<file path="config.mk">
export PLATFORM = sky130hd
export DESIGN_NAME = pc_fetch_unit
export DESIGN_NICKNAME = d
export VERILOG_FILES = /design/src/rtl/pc_fetch_unit.sv
export SDC_FILE = /design/constraint.sdc
export NUM_CORES = 1
export LEC_CHECK = 0
export ABC_AREA = 1
export BUFFER_PORTS_ARGS = -buffer_cell sky130_fd_sc_hd__buf_2
export CORE_MARGIN = 2
export CORE_UTILIZATION = 59
export DETAILED_ROUTE_END_ITERATION = 16
export GPL_ROUTABILITY_DRIVEN = 0
export GPL_TIMING_DRIVEN = 0
export PLACE_DENSITY = 0.86
export SLEW_MARGIN = 25
export SYNTH_ARGS = -nofsm -noshare
export SYNTH_HDL_FRONTEND = slang
export SYNTH_SLANG_ARGS = --single-unit
</file>
<file path="constraint.sdc">
create_clock -name clock -period 7 [get_ports clock]
set_input_delay 0.35 -clock clock [delete_from_list [all_inputs] [get_ports clock]]
set_output_delay 0.35 -clock clock [all_outputs]
set_load 0.01 [all_outputs]
</file>
<file path="src/rtl/pc_fetch_unit.sv">
// Fetch-address register and next-PC selector with return-address stack and EPC capture.
// Optional misaligned-target trap enabled by defining PC_ALIGN_CHECK_EN.
module pc_fetch_unit #(
    parameter int               WIDTH        = 32,
    parameter logic [WIDTH-1:0] RESET_VECTOR = '0,
    parameter logic [WIDTH-1:0] EXC_VECTOR   = WIDTH'(32'h0000_0080),
    parameter int               STEP         = 4,
    parameter int               RAS_DEPTH    = 4
) (
    input  logic             clock,
    input  logic             reset,
    input  logic             stall,
    input  logic             exc_req,
    input  logic             branch_taken,
    input  logic [WIDTH-1:0] branch_target,
    input  logic             jump_valid,
    input  logic [WIDTH-1:0] jump_target,
    input  logic             call_push,
    input  logic [WIDTH-1:0] link_addr,
    input  logic             ret_req,
    output logic [WIDTH-1:0] pc,
    output logic [WIDTH-1:0] pc_plus,
    output logic             fetch_valid,
    output logic             flush_if,
    output logic [WIDTH-1:0] epc,
    output logic             ras_empty,
    output logic             ret_miss,
    output logic             align_fault
);

    localparam int PTR_W = (RAS_DEPTH > 1) ? $clog2(RAS_DEPTH) : 1;
    localparam int CNT_W = PTR_W + 1;
    localparam logic [CNT_W-1:0] CNT_MAX = CNT_W'(RAS_DEPTH);

    logic [WIDTH-1:0] pc_q, pc_d;
    logic [WIDTH-1:0] epc_q, epc_d;
    logic             fetch_valid_q;
    logic             ret_miss_q, ret_miss_d;
    logic [PTR_W-1:0] top_q, top_d;
    logic [CNT_W-1:0] cnt_q, cnt_d;
    logic [WIDTH-1:0] ras_q [RAS_DEPTH];

    logic             act;
    logic             sel_exc, sel_br, sel_jmp, sel_ret;
    logic             push_en, pop_en;
    logic             misalign;
    logic [WIDTH-1:0] tgt;
    logic             ras_we;
    logic [PTR_W-1:0] ras_wa;

    assign pc_plus = pc_q + WIDTH'(STEP);

    // A stalled ID stage re-presents its requests later, so only exceptions get through.
    assign act     = !exc_req && !stall;
    assign sel_exc = exc_req;
    assign sel_br  = act && branch_taken;
    assign sel_jmp = act && !branch_taken && jump_valid;
    assign sel_ret = act && !branch_taken && !jump_valid && ret_req && (cnt_q != '0);
    assign push_en = act && call_push;
    assign pop_en  = sel_ret;

    assign tgt = sel_br  ? branch_target :
                 sel_jmp ? jump_target   : ras_q[top_q];

`ifdef PC_ALIGN_CHECK_EN
    assign misalign = (sel_br || sel_jmp || sel_ret) && (tgt[1:0] != 2'b00);
`else
    assign misalign = 1'b0;
`endif

    always_comb begin
        pc_d       = pc_plus;
        epc_d      = epc_q;
        top_d      = top_q;
        cnt_d      = cnt_q;
        ras_we     = 1'b0;
        ras_wa     = top_q;
        ret_miss_d = act && !branch_taken && !jump_valid && ret_req && (cnt_q == '0);

        if (sel_exc || misalign) begin
            pc_d = EXC_VECTOR;
        end else if (sel_br || sel_jmp || sel_ret) begin
            pc_d = tgt;
        end else if (stall) begin
            pc_d = pc_q;
        end

        if (sel_exc) begin
            epc_d = pc_q;
        end else if (misalign) begin
            epc_d = tgt;
        end

        // Push+pop together replaces the top entry in place; the redirect reads the old value.
        if (push_en && pop_en) begin
            ras_we = 1'b1;
            ras_wa = top_q;
        end else if (push_en) begin
            ras_we = 1'b1;
            ras_wa = top_q + PTR_W'(1);
            top_d  = top_q + PTR_W'(1);
            if (cnt_q != CNT_MAX) begin
                cnt_d = cnt_q + CNT_W'(1);
            end
        end else if (pop_en) begin
            top_d = top_q - PTR_W'(1);
            cnt_d = cnt_q - CNT_W'(1);
        end

        if (sel_exc || misalign) begin
            cnt_d = '0;
        end
    end

    always_ff @(posedge clock) begin
        if (reset) begin
            pc_q          <= RESET_VECTOR;
            epc_q         <= '0;
            fetch_valid_q <= 1'b0;
            ret_miss_q    <= 1'b0;
            top_q         <= '0;
            cnt_q         <= '0;
        end else begin
            pc_q          <= pc_d;
            epc_q         <= epc_d;
            fetch_valid_q <= 1'b1;
            ret_miss_q    <= ret_miss_d;
            top_q         <= top_d;
            cnt_q         <= cnt_d;
        end
    end

    // Entries carry no reset; the count alone says which are live.
    always_ff @(posedge clock) begin
        if (!reset && ras_we) begin
            ras_q[ras_wa] <= link_addr;
        end
    end

`ifdef PC_ALIGN_CHECK_EN
    logic align_fault_q;
    always_ff @(posedge clock) begin
        if (reset) begin
            align_fault_q <= 1'b0;
        end else begin
            align_fault_q <= misalign;
        end
    end
    assign align_fault = align_fault_q;
`else
    assign align_fault = 1'b0;
`endif

    assign pc          = pc_q;
    assign epc         = epc_q;
    assign fetch_valid = fetch_valid_q;
    assign ret_miss    = ret_miss_q;
    assign ras_empty   = (cnt_q == '0);
    assign flush_if    = !reset && (sel_exc || sel_br || sel_jmp || sel_ret);

endmodule
</file>
== Word-level counts from Yosys, hierarchy flattened ==
Memory sizes are Yosys's and may differ from the RTL's. A register that Yosys moved wholly into a read port is not among the register bits.
Cells that the tools add are included.
Word-level totals
  register bits: 71
  memory bits (writable): 128
  input port bits: 104
  output and inout port bits: 101
  word-level logic and storage cells: 65
  memories: 1
Memories
  ras_q: words 4, bits a word 32, rd ports 1, clocked after memory_dff 1, wr ports 1, line 41  | logic [WIDTH-1:0] ras_q [RAS_DEPTH];
Cells by class
  add/subtract/negate cells: 5
  equal/unequal tests: 4
  muxes and demuxes: 19
  bitwise gates (word level): 1
  reduce and logical (&&, ||, !) cells: 28
Operators by type and width (number)
  32-bit two-way mux: 4
  32-bit by 3-bit adder with 32-bit output, second input constant: 1
  1-bit logical AND: 12
  2-bit two-way mux: 6
  3-bit two-way mux: 3
  8-bit two-way mux: 1
  1-bit logical NOT: 5
  1-bit logical OR: 5
  1-bit two-way mux: 5
  2-bit by 1-bit != test with 1-bit output, second input constant: 2
  3-bit by 1-bit adder with 3-bit output, second input constant: 1
  3-bit logical NOT: 1
  3-bit by 1-bit != test with 1-bit output, second input constant: 1
  3-bit != test, second input constant: 1
  3-bit AND reduction: 1
  3-bit nonzero test: 1
  3-bit by 1-bit subtractor with 3-bit output, second input constant: 1
  2-bit by 1-bit adder with 2-bit output, second input constant: 1
  2-bit AND reduction: 1
  2-bit nonzero test: 1
  2-bit OR reduction: 1
  2-bit by 1-bit subtractor with 2-bit output, second input constant: 1
  1-bit NOT: 1

== Logic depth before layout (Yosys ltp) ==
  depth in word-level cells: 11
  mapped depth: 12
  mapped depth without buffers: 12

== Worst setup path after synthesis ==
No wires, ideal clock.
  path kind: reg-to-reg
  from: register cnt_q[0]
  to: memory ras_q[2][0] (enable)
  setup time: 0.421 ns
  data arrival time: 2.666 ns
  required time: 6.579 ns
  slack: 3.913 ns
  cell stages (with the launch flop): 8
  buffers on the path: 0
  clock period less this slack: 3.087 ns
  cells stage by stage: dfxtp_1 nor3_4 nor2_4 ha_1 o21ai_0 and2_1 inv_1 nor2_1
On the way
  longest elaborated chain between the ends: 7
  elaborated cells on any way between the ends: 8
  classes of those cells: 4 x mux; 4 x reduce/logical
Ends and longest elaborated chain
  start, declared: line 40  | logic [CNT_W-1:0] cnt_q, cnt_d;
  start signal, assigned: line 129  | cnt_q <= cnt_d;
  3-bit nonzero test *: line 58  | assign sel_ret = act && !branch_taken && !jump_valid && ret_req && (cnt_q != '0);
  1-bit logical AND *: line 58
  1-bit logical AND *: line 95  | if (push_en && pop_en) begin
  1-bit two-way mux: line 95
  1-bit logical AND: line 135  | if (!reset && ras_we) begin
  1-bit two-way mux: line 135
  1-bit two-way mux (implied by the code): line 136  | ras_q[ras_wa] <= link_addr;
  end, declared: line 41
Every way passes the cells marked *; elsewhere a longest branch is shown, timed or not.

== Final worst setup path ==
  from: register cnt_q[0]
  to: memory ras_q[2][6] (enable)
The elaborated chain is that of the path after synthesis.

==> results.toml <==
[cells_and_area]
finish.net_count = 1386
final_cell_mix = "216 x sky130_fd_sc_hd__buf_2, 184 x sky130_fd_sc_hd__nand2_1, 154 x sky130_fd_sc_hd__o21ai_0"
area.growth.synth_to_final_pct = 21.7
nFillCells = 1201
layout.cells.most_common = "sky130_fd_sc_hd__buf_2"
postLayoutCoreUtil_pct = 72.4
final_layout_size_suffix_gt1_share_pct = 22.8
post_layout_nonfiller_instances = 1506

[placed_design]
dp_cells = 1470
dp_hpwl_um = 20000
port-buffer-count = 203
placement.setup.worst_slack_ns = 4.08

[clocking]
root_cell_of_the_clock_tree = "sky130_fd_sc_hd__clkbuf_16"
clkSinkCount = 201
clk_pin_slew_ns = 0.07
cts_tree = "done"
clock_buffers_created_by_tritoncts = 20
postCtsHoldBufs = 0
ctsHtreeMaxLevel = 1
cts_repair_resize_count = 0
cts_post_setup_buffers_inserted = 0
max-clock-path-buffers = 3
clock_latency_at_the_later_pin_of_the_worst_skew_pair_ns = 0.51

[power_and_ir_drop]
combinationalPowerShare_pct = 10.4
clock_power_share_pct = 39.2
switching_share_pct = 24.4
p_int_uw = 1960
peakVddDrop_uv = 275
static-leakage-power_uw = 0.00478
power.density_nw_per_um2 = 228
p_switching_uw = 631
sequential_share_of_power_pct = 50.4

[floorplanning]
die_area_um2 = 16900
boundary_pin_count = 205
floorplan.initialDensity_pct = 59.5
std_cell_rows = 46
die_width_um = 130
die_height_um = 130
fp.coreArea_um2 = 15700

[sta]
timing.fmax_ghz = 0.361
final.setup.worst_slack_ns = 4.23
rsz0062_at_grt = "false"
final_setup_violation_count = 0
timing.max_slew.rel_slack_pct = 53.5
worst_slew_pin_slew_ns = 0.696
maxSlewViolCount = 0
totalNegativeSetupSlack_ns = 0
timing_hold_violations_final = 0
final.period_utilization_pct = 39.5
whs_ns = 0.0595
period_minus_slack_ns = 2.77
clock_skew_ns = 0.0188

[grt]
grt_start_max_net_pins = 23
global_route.overflow_total = 0
first_pass_grt_wire_length_um = 41000
grt_use_total_pct = 31.7
grt.busiest_layer = "met2"
grt.met2_usage_pct = 54.5
global_route.usage.met1_pct = 38.9
grt.met3_usage_pct = 6.19
grt_pass1_vias = 7932
grt_antenna_before_repair = 1

[yosys]
synth.lib_cells_used.distinct = 42
synth-seq-area-share_pct = 56.7
yosys-top-cells-area = "sky130_fd_sc_hd__edfxtp_1 41%, sky130_fd_sc_hd__dfxtp_1 16%, sky130_fd_sc_hd__o21ai_0 8.2%, sky130_fd_sc_hd__nand2_1 7.4%, sky130_fd_sc_hd__nor2_1 6.1%"
gate_count_after_technology_mapping = 1047
synthDominantAreaCellType = "sky130_fd_sc_hd__edfxtp_1"
yosysWarningCount = 0
synth.net_count = 1157
avgSynthCellArea_um2 = 8.93
share_of_yosys_cell_area_claimed_by_the_top_area_cell_type_pct = 41.1
synthesis.area_um2 = 9350
synth_seq_cells = 201

[setup_path]
startpoint_type = "register"
worstPathMaxFanout = 20
critical_path.endpoint_type = "register"
crit_path_start = "cnt_q[0]"
path_class = "reg -> reg"
worstPathRequired_ns = 7.20
worst_r2r_startpoint = "cnt_q[0]"
cp.arrival_ns = 2.97

[status]
status = "finished, final reports clean"

[worst_hold_path]
hold_start = "link_addr[30]"
worstHoldPathType = "in -> reg"

[route]
remaining_drc_errors = 0
dr_total_vias = 8556
drtPass1Iterations = 5
vias_per_cell = 5.68
final_antenna_net_count = 0
wl_per_cell_um = 18.2
postRouteWirelength_um = 27300
initialDrtViolationCount = 1145

[flow_run]
maxCapViolations = 0
[synth_stat cells (all sizes together)]
master and number:
dfxtp 73, a31oi 10, inv 80, clkbuf 34
o221ai 1, o22ai 17, o211ai 8, conb 1
fa 1, and2 6, buf 25, ha 5
nand4 5, o21ai 166, nand2 188, nand3b 3
nor2 167, edfxtp 128, xor2 14, or2 2
nand3 31, a211oi 1, a21oi 65, xnor2 4
a22oi 4, nor3 8
[layer usage]
layer	share of wire [%]	up-vias
met4	4.8	0
met5	0	-
met1	36	3876
li1	-	4003
met2	48	576
met3	11	101
[metrics by stage]
stage	total power (uW)	area [um^2]
after floorplan	1470	9350
after global placement	1580	10600
after detailed placement	1590	10800
after CTS	2590	11400
after global routing	2670	11400
final	2590	11400
[worst max-delay path, stage by stage (launching register included)]
cell and delay, ns:
sky130_fd_sc_hd__dfxtp_1 0.38, sky130_fd_sc_hd__nor3_4 0.27, sky130_fd_sc_hd__nor2_4 0.09, sky130_fd_sc_hd__ha_1 0.25, sky130_fd_sc_hd__o21ai_0 0.19, sky130_fd_sc_hd__and2_1 0.30
sky130_fd_sc_hd__inv_1 0.17, sky130_fd_sc_hd__nor2_4 0.57, sky130_fd_sc_hd__buf_8 0.25
[power by group through the flow]
stage	clock, uW	sequential [uW]	combinational (uW)
floorplan	0	1330	135
global placement	0	1330	253
detailed placement	0	1330	262
CTS	1020	1300	265
global route	1070	1310	296
finish	1010	1310	270
[cell type report]
cell class	instances	area (um^2)	area share, %
inverter	80	300	2.64
timing repair buffer	207	1110	9.72
buffer	59	290	2.55
tap	216	270	2.37
clock buffer	27	537	4.72
antenna	1	2.50	0.0220
clock inverter	8	80.1	0.704
sequential	201	5310	46.6
multi-input combinational	707	3490	30.7
[cells by family after synthesis]
family	share of synthesized area, %
adder cells (fa/ha/maj)	0.883
AO/OA/AOI/OAI	15.4
AND/OR/NAND/NOR	18.9
buffers and inverters	6.31
XOR/XNOR	1.77
flip-flops	56.7
other	0.0401
[final timing paths]
check,to,slack [ns],cells past startpoint
worst max-delay path,ras_q[2][6],4.23,8
worst min-delay path,ras_q[3][30],0.06,1
worst max register to register,ras_q[2][6],4.23,8
worst min register to register,epc[0],0.50,2
[state kept, by name (all words and copies together), names as in the netlist, named ones only]
signal and flops:
ras_q 128, epc 32, pc 30, cnt_q 3, top_q 2, fetch_valid 1, ret_miss 1
Power figures use the tool's default switching activity.
